File: src/rtl/pulse_stretcher_pkg.sv
// Shared definitions for the pulse stretcher: FSM state encoding.
`timescale 1ns/1ps
package pulse_stretcher_pkg;

  typedef enum logic [1:0] {
    ST_IDLE = 2'd0,
    ST_HIGH = 2'd1,
    ST_GAP  = 2'd2
  } state_e;

endpackage

File: src/rtl/pulse_stretcher_if.sv
// Trigger/level bundle between a pulse source and the pulse stretcher.
`timescale 1ns/1ps
interface pulse_stretcher_if #(
  parameter int CNT_W = 8
);
  logic             in_pulse;
  logic [CNT_W-1:0] len;
  logic             out_sig;
  logic             busy;
  logic             drop;

  modport master (output in_pulse, len, input out_sig, busy, drop);
  modport slave  (input in_pulse, len, output out_sig, busy, drop);
endinterface

File: src/rtl/pulse_down_counter.sv
// Loadable down counter that saturates at zero; load has priority over dec.
`timescale 1ns/1ps
module pulse_down_counter #(
  parameter int W = 8
) (
  input  logic         clk,
  input  logic         rstn,
  input  logic         load,
  input  logic [W-1:0] load_val,
  input  logic         dec,
  output logic         zero
);

  logic [W-1:0] cnt_q, cnt_d;

  always_comb begin
    cnt_d = cnt_q;
    if (load)                    cnt_d = load_val;
    else if (dec && cnt_q != '0) cnt_d = cnt_q - W'(1);
  end

  // NOTE: sequential state uses non-blocking assignments so every flop samples pre-edge values.
  always_ff @(posedge clk or negedge rstn) begin
    if (!rstn) cnt_q <= '0;
    else       cnt_q <= cnt_d;
  end

  assign zero = (cnt_q == '0);

endmodule

File: src/rtl/pulse_stretcher.sv
// Widens single-cycle triggers into an out_sig level of len cycles, then holds a low gap.
`timescale 1ns/1ps
module pulse_stretcher
  import pulse_stretcher_pkg::*;
#(
  parameter int CNT_W     = 8,
  parameter int GAP_CYC   = 2,
  parameter int RETRIGGER = 0
) (
  input  logic              clk,
  input  logic              rstn,
  pulse_stretcher_if.slave  bus
);

  localparam int GCNT_W = (GAP_CYC > 0) ? $clog2(GAP_CYC + 1) : 1;
  localparam logic [GCNT_W-1:0] GAP_LOAD = (GAP_CYC > 0) ? GCNT_W'(GAP_CYC - 1) : '0;

  state_e state_q, state_d;
  logic   out_sig_q, out_sig_d;
  logic   busy_q, busy_d;
  logic   drop_q, drop_d;
  logic   h_load, h_dec, h_zero;
  logic   g_load, g_dec, g_zero;
  logic [CNT_W-1:0] len_eff;

  // A zero length still produces a one-cycle pulse.
  assign len_eff = (bus.len == '0) ? CNT_W'(1) : bus.len;

  pulse_down_counter #(.W(CNT_W)) u_hcnt (
    .clk      (clk),
    .rstn     (rstn),
    .load     (h_load),
    .load_val (len_eff - CNT_W'(1)),
    .dec      (h_dec),
    .zero     (h_zero)
  );

  pulse_down_counter #(.W(GCNT_W)) u_gcnt (
    .clk      (clk),
    .rstn     (rstn),
    .load     (g_load),
    .load_val (GAP_LOAD),
    .dec      (g_dec),
    .zero     (g_zero)
  );

  // NOTE: every signal written here gets a default first, so no path can infer a latch.
  always_comb begin
    state_d   = state_q;
    out_sig_d = out_sig_q;
    busy_d    = busy_q;
    drop_d    = 1'b0;
    h_load    = 1'b0;
    h_dec     = 1'b0;
    g_load    = 1'b0;
    g_dec     = 1'b0;
    unique case (state_q)
      ST_IDLE: begin
        if (bus.in_pulse) begin
          out_sig_d = 1'b1;
          busy_d    = 1'b1;
          h_load    = 1'b1;
          state_d   = ST_HIGH;
        end
      end
      ST_HIGH: begin
        if (bus.in_pulse && RETRIGGER != 0) begin
          h_load = 1'b1;
        end else begin
          drop_d = bus.in_pulse;
          if (!h_zero) begin
            h_dec = 1'b1;
          end else begin
            out_sig_d = 1'b0;
            if (GAP_CYC > 0) begin
              g_load  = 1'b1;
              state_d = ST_GAP;
            end else begin
              busy_d  = 1'b0;
              state_d = ST_IDLE;
            end
          end
        end
      end
      ST_GAP: begin
        drop_d = bus.in_pulse;
        if (!g_zero) begin
          g_dec = 1'b1;
        end else begin
          busy_d  = 1'b0;
          state_d = ST_IDLE;
        end
      end
      default: begin
        out_sig_d = 1'b0;
        busy_d    = 1'b0;
        state_d   = ST_IDLE;
      end
    endcase
  end

  // NOTE: only control/state flops exist here and all take the async reset; nothing is memory-like.
  always_ff @(posedge clk or negedge rstn) begin
    if (!rstn) begin
      state_q   <= ST_IDLE;
      out_sig_q <= 1'b0;
      busy_q    <= 1'b0;
      drop_q    <= 1'b0;
    end else begin
      state_q   <= state_d;
      out_sig_q <= out_sig_d;
      busy_q    <= busy_d;
      drop_q    <= drop_d;
    end
  end

  assign bus.out_sig = out_sig_q;
  assign bus.busy    = busy_q;
  assign bus.drop    = drop_q;

endmodule
File: src/flat_wrapper.sv
// flat-port wrapper written by rule: the top's interface ports become plain ports
module pulse_stretcher_flat import pulse_stretcher_pkg::*;
#(
  parameter int CNT_W     = 8,
  parameter int GAP_CYC   = 2,
  parameter int RETRIGGER = 0
)
  (clk, rstn, bus_in_pulse, bus_len, bus_out_sig, bus_busy, bus_drop);
  pulse_stretcher_if #(.CNT_W(CNT_W)) bus_i ();
  input  logic clk;
  input  logic rstn;
  input wire logic [$bits(bus_i.in_pulse)-1:0] bus_in_pulse;
  input wire logic [$bits(bus_i.len)-1:0] bus_len;
  output wire logic [$bits(bus_i.out_sig)-1:0] bus_out_sig;
  output wire logic [$bits(bus_i.busy)-1:0] bus_busy;
  output wire logic [$bits(bus_i.drop)-1:0] bus_drop;
  assign bus_i.in_pulse = bus_in_pulse;
  assign bus_i.len = bus_len;
  assign bus_out_sig = bus_i.out_sig;
  assign bus_busy = bus_i.busy;
  assign bus_drop = bus_i.drop;
  pulse_stretcher #(.CNT_W(CNT_W), .GAP_CYC(GAP_CYC), .RETRIGGER(RETRIGGER)) u_core (.clk(clk), .rstn(rstn), .bus(bus_i));
endmodule
File: config.mk
export PLATFORM = sky130hd
export DESIGN_NAME = pulse_stretcher_flat
export DESIGN_NICKNAME = d
export VERILOG_FILES = /design/src/rtl/pulse_stretcher_pkg.sv /design/src/rtl/pulse_stretcher_if.sv /design/src/rtl/pulse_down_counter.sv /design/src/rtl/pulse_stretcher.sv /design/src/flat_wrapper.sv
export SDC_FILE = /design/constraint.sdc
export NUM_CORES = 1
export LEC_CHECK = 0
export CAP_MARGIN = 20
export CORE_ASPECT_RATIO = 1.5
export CORE_MARGIN = 2
export CORE_UTILIZATION = 39
export DETAILED_ROUTE_END_ITERATION = 12
export SYNTH_ARGS = -nofsm -noshare
export SYNTH_HDL_FRONTEND = slang
export SYNTH_SLANG_ARGS = --single-unit
File: constraint.sdc
create_clock -name clk -period 2 [get_ports clk]
set_input_delay 0.4 -clock clk [delete_from_list [all_inputs] [get_ports clk]]
set_output_delay 0.4 -clock clk [all_outputs]
set_load 0.01 [all_outputs]
==> impl_metrics.ini, run 1 <==
[status]
violations = setup timing
status = finished, violations left

[clock_tree]
cts-buffers-inserted = 3
cts-root-buf = clkbuf_4
cts_buffer_depth = 2
clkTransAtPathRegs_ns = 0.09
cts.sinks = 15
cts_tree = yes
h-tree-depth = 1
insertion_delay_ns = 0.29

[drt]
dr.pass1.iters = 4
drt_iter0_drc = 12
drtAntennaViolNets = 0
wl_per_cell_um = 13.8
viasPerCell = 5.28
num_vias = 881
drcViolationCount = 0
wl_um = 2310

[logic_synthesis]
synth_cell_types = 34
syn_nets = 118
ys_seq_area_share_pct = 38.6
yosys_warnings = 0
synth.area.top_cells = dfrtp_1, xnor2_1, ha_1
synthCells = 101
synth_top_area_cell = dfrtp_1
ys_seq_elements = 15
netlist_area_um2 = 972
syn_avg_cell_area_um2 = 9.63
yosys.area.top_type_share_pct = 38.6

[timing]
worstMarginPinSlew_ns = 0.383
fin_setup_tns_ns = -0.138
min_period_ns = 2.06
period_share_pct = 103
fmax_mhz = 484
setup_ws_ns = -0.0643
finalSetupViolations = 3
skew_ns = 0.000876
slew_violations = 0
relSlewSlack_pct = 74.5
final_hold_viol_count = 0
grt_setup_unrepaired = true
hold_ws_ns = 0.416

[floorplan]
die_width_um = 44.8
io_pins = 14
start_util_pct = 40.6
die_h_um = 65.2
core_area_um2 = 2390
dieArea_um2 = 2920
rows = 22

[grt]
grt_usage_pct = 18.5
antenna_found_initial = 0
gr-total-overflow = 0
grt_start_max_net_pins = 16
grt_pass1_vias = 906
grt_first_pass_wirelength_um = 3940

[setup_path]
worstPathMaxFanout = 4
end_kind = flip-flop
critPathKind = in2reg
worstPathArrival_ns = 2.25
crit_chain = buf_6 -> or4_4 -> or3_4 -> o21ai_2 -> o21ai_1 -> ha_2 -> o311ai_4 -> nor3_2 -> xnor2_1 -> a21oi_1
cp_slowest_cell = or4_4
cp-start-kind = input pin
slowest_delay_ns = 0.53
cp.required_ns = 2.19

[place]
dpl_cell_area_um2 = 1320
io_buffers = 13
hpwl_um = 1830
place_congestion = 0.763

[power_and_ir_drop]
peakVddDrop_mv = 0.644
p_leak_nw = 0.604
p_total_mw = 1.63
power.density_nw_per_um2 = 1160

[job]
drv_cap = 0

[final_layout]
nets = 161
postLayoutCellArea_um2 = 1410
drive_above_1_share_pct = 33.6
num_antenna_cells = 0
area_growth_pct = 44.9
utilization_pct = 58.8

[worst_hold_path]
hp-class = in2async
through the flow:
stage / worst slack (ns) / instances
final: -0.0643 / 167
after global routing: -0.157 / 167
after CTS: -0.115 / 164
after detailed placement: -0.759 / 160
after global placement: -0.682 / 160
after floorplan: -0.209 / 101
final cells by class:
type                            count  area (um2)
Clock buffer                        4        26.3
Fill cell                         218         986
Inverter                            6        22.5
Multi-Input combinational cell     79         632
Sequential cell                    15         375
Tap cell                           24        30.0
Timing Repair Buffer               39         323
placed cells by master (no fill, tap or decap), drive strengths merged, types with 3 or more instances in the layout:
master	Yosys	routed
nor2	8	8
a21oi	7	7
xnor2	9	9
inv	6	6
nand2b	3	3
dfrtp	15	15
buf	0	29
nand2	11	11
o21ai	7	7
clkdlybuf4s50	0	9
clkbuf	1	4
or3	3	3
ha	6	6
nor3	3	3
cell usage after synthesis:
master,n
xor2_1,2
or4_1,1
nand3_1,1
o21ai_0,7
or3_4,1
nand2b_1,1
a22oi_1,1
o311ai_2,1
o31ai_4,1
and3b_1,1
ha_1,6
nand2b_2,1
or4_4,1
a211oi_1,1
mux2_4,1
and2_0,1
nor2_1,8
o221ai_1,1
inv_1,6
xnor2_1,9
a2111oi_2,1
mux2i_1,2
a31oi_1,2
a21oi_1,7
o211ai_1,1
o31ai_1,1
nor3_1,3
nand2b_4,1
dfrtp_1,15
clkbuf_1,1
nor4_1,1
nand2_1,11
or3_1,2
and2_1,1
flip-flops by register name (all words and copies together) (netlist names):
register and cells:
u_core.bus.out_sig 1, u_core.bus.drop 1, u_core.u_gcnt.cnt_q 2, u_core.state_q 2
u_core.bus.busy 1, u_core.u_hcnt.cnt_q 8
worst paths after layout:
| kind | from | to | slack [ns] | depth (start not counted) |
|---|---|---|---|---|
| setup / recovery | bus_len[5] | u_core.u_hcnt.cnt_q[4]$_DFFE_PN0P_ | -0.06 | 10 |
| hold / removal | rstn | u_core.state_q[0]$_DFFE_PN0P_ | 0.42 | 2 |
| setup reg to reg | u_core.state_q[0]$_DFFE_PN0P_ | u_core.u_hcnt.cnt_q[4]$_DFFE_PN0P_ | 0.02 | 10 |
| hold reg to reg | u_core.bus.busy$_DFFE_PN0P_ | u_core.bus.busy$_DFFE_PN0P_ | 0.52 | 2 |
| max in group asynchronous | rstn | u_core.u_hcnt.cnt_q[3]$_DFFE_PN0P_ | 1.40 | 2 |
| min in group clk | bus_len[3] | u_core.u_hcnt.cnt_q[3]$_DFFE_PN0P_ | 0.52 | 5 |
report_power, final:
part / leakage (nW) / internal [mW] / switching (mW) / total (mW)
sequential: 0.180 / 0.427 / 0.110 / 0.537
clock: 0.0150 / 0.0778 / 0.105 / 0.183
combinational: 0.409 / 0.478 / 0.436 / 0.915
total: 0.604 / 0.983 / 0.651 / 1.63
critical path, delay by kind of cell:
family                   cells  cell delay [ns]
AND/OR/NAND/NOR              3             0.98
AO/OA/AOI/OAI                4             0.41
adder cells (fa/ha/maj)      1             0.21
XOR/XNOR                     1             0.16
buffers and inverters        1             0.09
kinds of logic (layout without fill, tap and decap cells):
group / count (synthesis) / count (layout) / share of synthesized area [%]
buffers and inverters: 7 / 49 / 2.70
multiplexers: 3 / 3 / 3.60
AND/OR/NAND/NOR: 35 / 35 / 19.6
AO/OA/AOI/OAI: 24 / 24 / 17.9
XOR/XNOR: 11 / 11 / 9.91
adder cells (fa/ha/maj): 6 / 6 / 7.72
flip-flops: 15 / 15 / 38.6
timing repair:
| action | 4_1_cts | 5_1_grt |
|---|---|---|
| resized for setup | 21 | 3 |
| pin swaps | 7 | 10 |
| setup endpoints to repair | 5 | 4 |
| buffers inserted | 0 | 3 |
| hold buffers | 0 | 0 |
metal layers:
layer | up-vias | global-route usage [%] | share of wire [%]
met3 | 5 | 0.824 | 2.0
met4 | 0 | 11.4 | 3.3
met5 | - | 0 | 0
li1 | 443 | - | -
met1 | 416 | 19.7 | 39
met2 | 17 | 33.9 | 56
(Power assumes the default switching activity.)
==> inputs of run 2 (changes only) <==
--- a/config.mk
+++ b/config.mk
@@ -10,6 +10,7 @@
 export CORE_MARGIN = 2
 export CORE_UTILIZATION = 39
 export DETAILED_ROUTE_END_ITERATION = 12
+export DONT_BUFFER_PORTS = 1
 export SYNTH_ARGS = -nofsm -noshare
 export SYNTH_HDL_FRONTEND = slang
 export SYNTH_SLANG_ARGS = --single-unit
==> run 2 against run 1 <==
- the flow now finishes without violations
- design area shrank 12%
- setup slack gained 0.068 ns
- clock skew grew 0.0064 ns
- total power shrank 2.0%
- first-iteration DRC count grew 25%
- sequential share of layout area grew 3.7 points
- core utilization shrank 7.2 points
- clock power grew 3%
- count of clock-buffer cells in the layout shrank 1
- maximum frequency grew 3.4%
- largest power group unchanged
- highest routed layer unchanged
==> impl_metrics.ini, run 2 (synthesis gave the netlist of run 1 again) <==
[clock_tree]
cts_tree = yes
cts-root-buf = clkbuf_4
cts-buffers-inserted = 3
h-tree-depth = 1
insertion_delay_ns = 0.30
cts.sinks = 15
cts_buffer_depth = 2
clkTransAtPathRegs_ns = 0.10

[power_and_ir_drop]
power_switching_uw = 656
p_int_uw = 946
pwr-share-clk_pct = 11.8
p_seq_share_pct = 34.9
peakVddDrop_mv = 0.879
power.density_nw_per_um2 = 1300
p_leak_nw = 0.512
swShare_pct = 41.0
combPwrFrac_pct = 53.3

[setup_path]
critPathKind = in2reg
end_kind = flip-flop
critical-path-top-delay-family = simple AND/OR/NAND/NOR gates
cp.required_ns = 2.19
slowest_delay_ns = 0.52
worstPathMaxFanout = 3
cp_slowest_cell = or4_4
worstPathArrival_ns = 2.19
cp-start-kind = input pin
path_buf_inv = 0
crit_chain = or4_4 -> or3_4 -> o21ai_4 -> o21ai_2 -> ha_4 -> o311ai_4 -> nor3_2 -> xnor2_1 -> a21oi_1

[timing]
worstMarginPinSlew_ns = 0.684
finalSetupViolations = 0
relSlewSlack_pct = 54.2
grt_setup_unrepaired = true
min_period_ns = 2.00
skew_ns = 0.00723
setup_ws_ns = 0.00380
slew_violations = 0
fmax_mhz = 501
final_hold_viol_count = 0
period_share_pct = 99.8

[final_layout]
area_growth_pct = 27.2
final_cell_mix = dfrtp_1, buf_4, nand2_1
num_antenna_cells = 0
stdcell_count = 143
nets = 137
largestRegisters = u_core.u_hcnt.cnt_q: 8 flops, u_core.state_q: 2 flops, u_core.u_gcnt.cnt_q: 2 flops
num-fill-cells = 216
drive_above_1_share_pct = 34.5
mostFrequentLayoutCell = dfrtp_1
top_register = u_core.u_hcnt.cnt_q
largest_reg_flops = 8

[grt]
grt_first_pass_wirelength_um = 3660
grt_usage_pct = 17.4
grt_pass1_vias = 846
gr-total-overflow = 0
antenna_found_initial = 0
grt_start_max_net_pins = 16

[floorplan]
start_util_pct = 40.6
die_h_um = 65.2
rows = 22
core_area_um2 = 2390
dieArea_um2 = 2920
io_pins = 14
die_width_um = 44.8

[place]
place_congestion = 0.769
dp_slack_ns = -0.358
placed_cells = 136
hpwl_um = 1670
io_buffers = 0

[drt]
drt_iter0_drc = 15
viasPerCell = 5.68
num_vias = 812
wl_um = 2220
dr.pass1.iters = 4
drtAntennaViolNets = 0
drcViolationCount = 0
wl_per_cell_um = 15.5

[status]
status = finished clean

[worst_hold_path]
hp-class = in2reg

[job]
drv_cap = 0
==> run 2: final timing paths <==
check / startpoint / endpoint / slack [ns] / depth (start not counted)
setup / recovery: bus_len[6] / u_core.u_hcnt.cnt_q[6]$_DFFE_PN0P_ / 0.004 / 9
hold / removal: bus_in_pulse / u_core.bus.drop$_DFF_PN0_ / 0.22 / 1
setup reg to reg: u_core.u_hcnt.cnt_q[6]$_DFFE_PN0P_ / u_core.u_hcnt.cnt_q[6]$_DFFE_PN0P_ / 0.04 / 6
hold reg to reg: u_core.u_gcnt.cnt_q[1]$_DFFE_PN0P_ / u_core.u_gcnt.cnt_q[1]$_DFFE_PN0P_ / 0.57 / 2
max in group asynchronous: rstn / u_core.u_hcnt.cnt_q[5]$_DFFE_PN0P_ / 0.99 / 1
min in group asynchronous: rstn / u_core.bus.drop$_DFF_PN0_ / 0.57 / 1
==> run 2: per-layer routing <==
metal	wire length, um	up-vias	track usage (%)
met5	0	-	0
met4	85	0	11.7
met3	52	6	3.02
met2	1200	18	29.9
met1	880	391	18.5
li1	-	397	-
==> run 2: what timing repair did <==
item	CTS	global route
gates resized for setup	3	15
setup endpoints to repair	2	4
hold endpoints to repair	15	0
setup buffers	1	1
pin swaps	1	8
hold buffers	1	0
==> run 2: worst register-to-register path: stages, from the launching register on <==
cell and delay [ns]:
dfrtp_1 0.42, or4_4 0.58, buf_4 0.18, o311ai_4 0.34, nor3_2 0.08, xnor2_1 0.17, a21oi_1 0.08
==> run 2: final cells by class <==
cell class	instances	area [um2]	area share [%]
flip-flops and latches	15	375	30.4
clock buffers	3	22.5	1.82
repair buffers	15	119	9.62
well taps	24	30.0	2.43
inverters	6	22.5	1.82
multi-input cells	79	662	53.5
clock inverters	1	5.00	0.405
==> run 2: stage by stage <==
stage	util [%]	hold slack [ns]	area [um2]	power, mW	setup TNS, ns
detailed placement	46.2	0.105	1110	1.30	-0.995
floorplan	-	0.104	991	1.05	-0.547
global placement	46.2	0.105	1110	1.28	-0.727
finish	51.6	0.225	1240	1.60	0
CTS	48.5	0.221	1160	1.52	0
global route	51.6	0.212	1240	1.72	-0.142
==> run 2: power groups by stage <==
stage	registers [mW]	logic, mW	clock network (mW)
6_report	0.559	0.854	0.189
5_1_grt	0.574	0.945	0.205
4_1_cts	0.555	0.777	0.189
3_5_place_dp	0.561	0.744	0
3_3_place_gp	0.557	0.727	0
2_1_floorplan	0.547	0.506	0
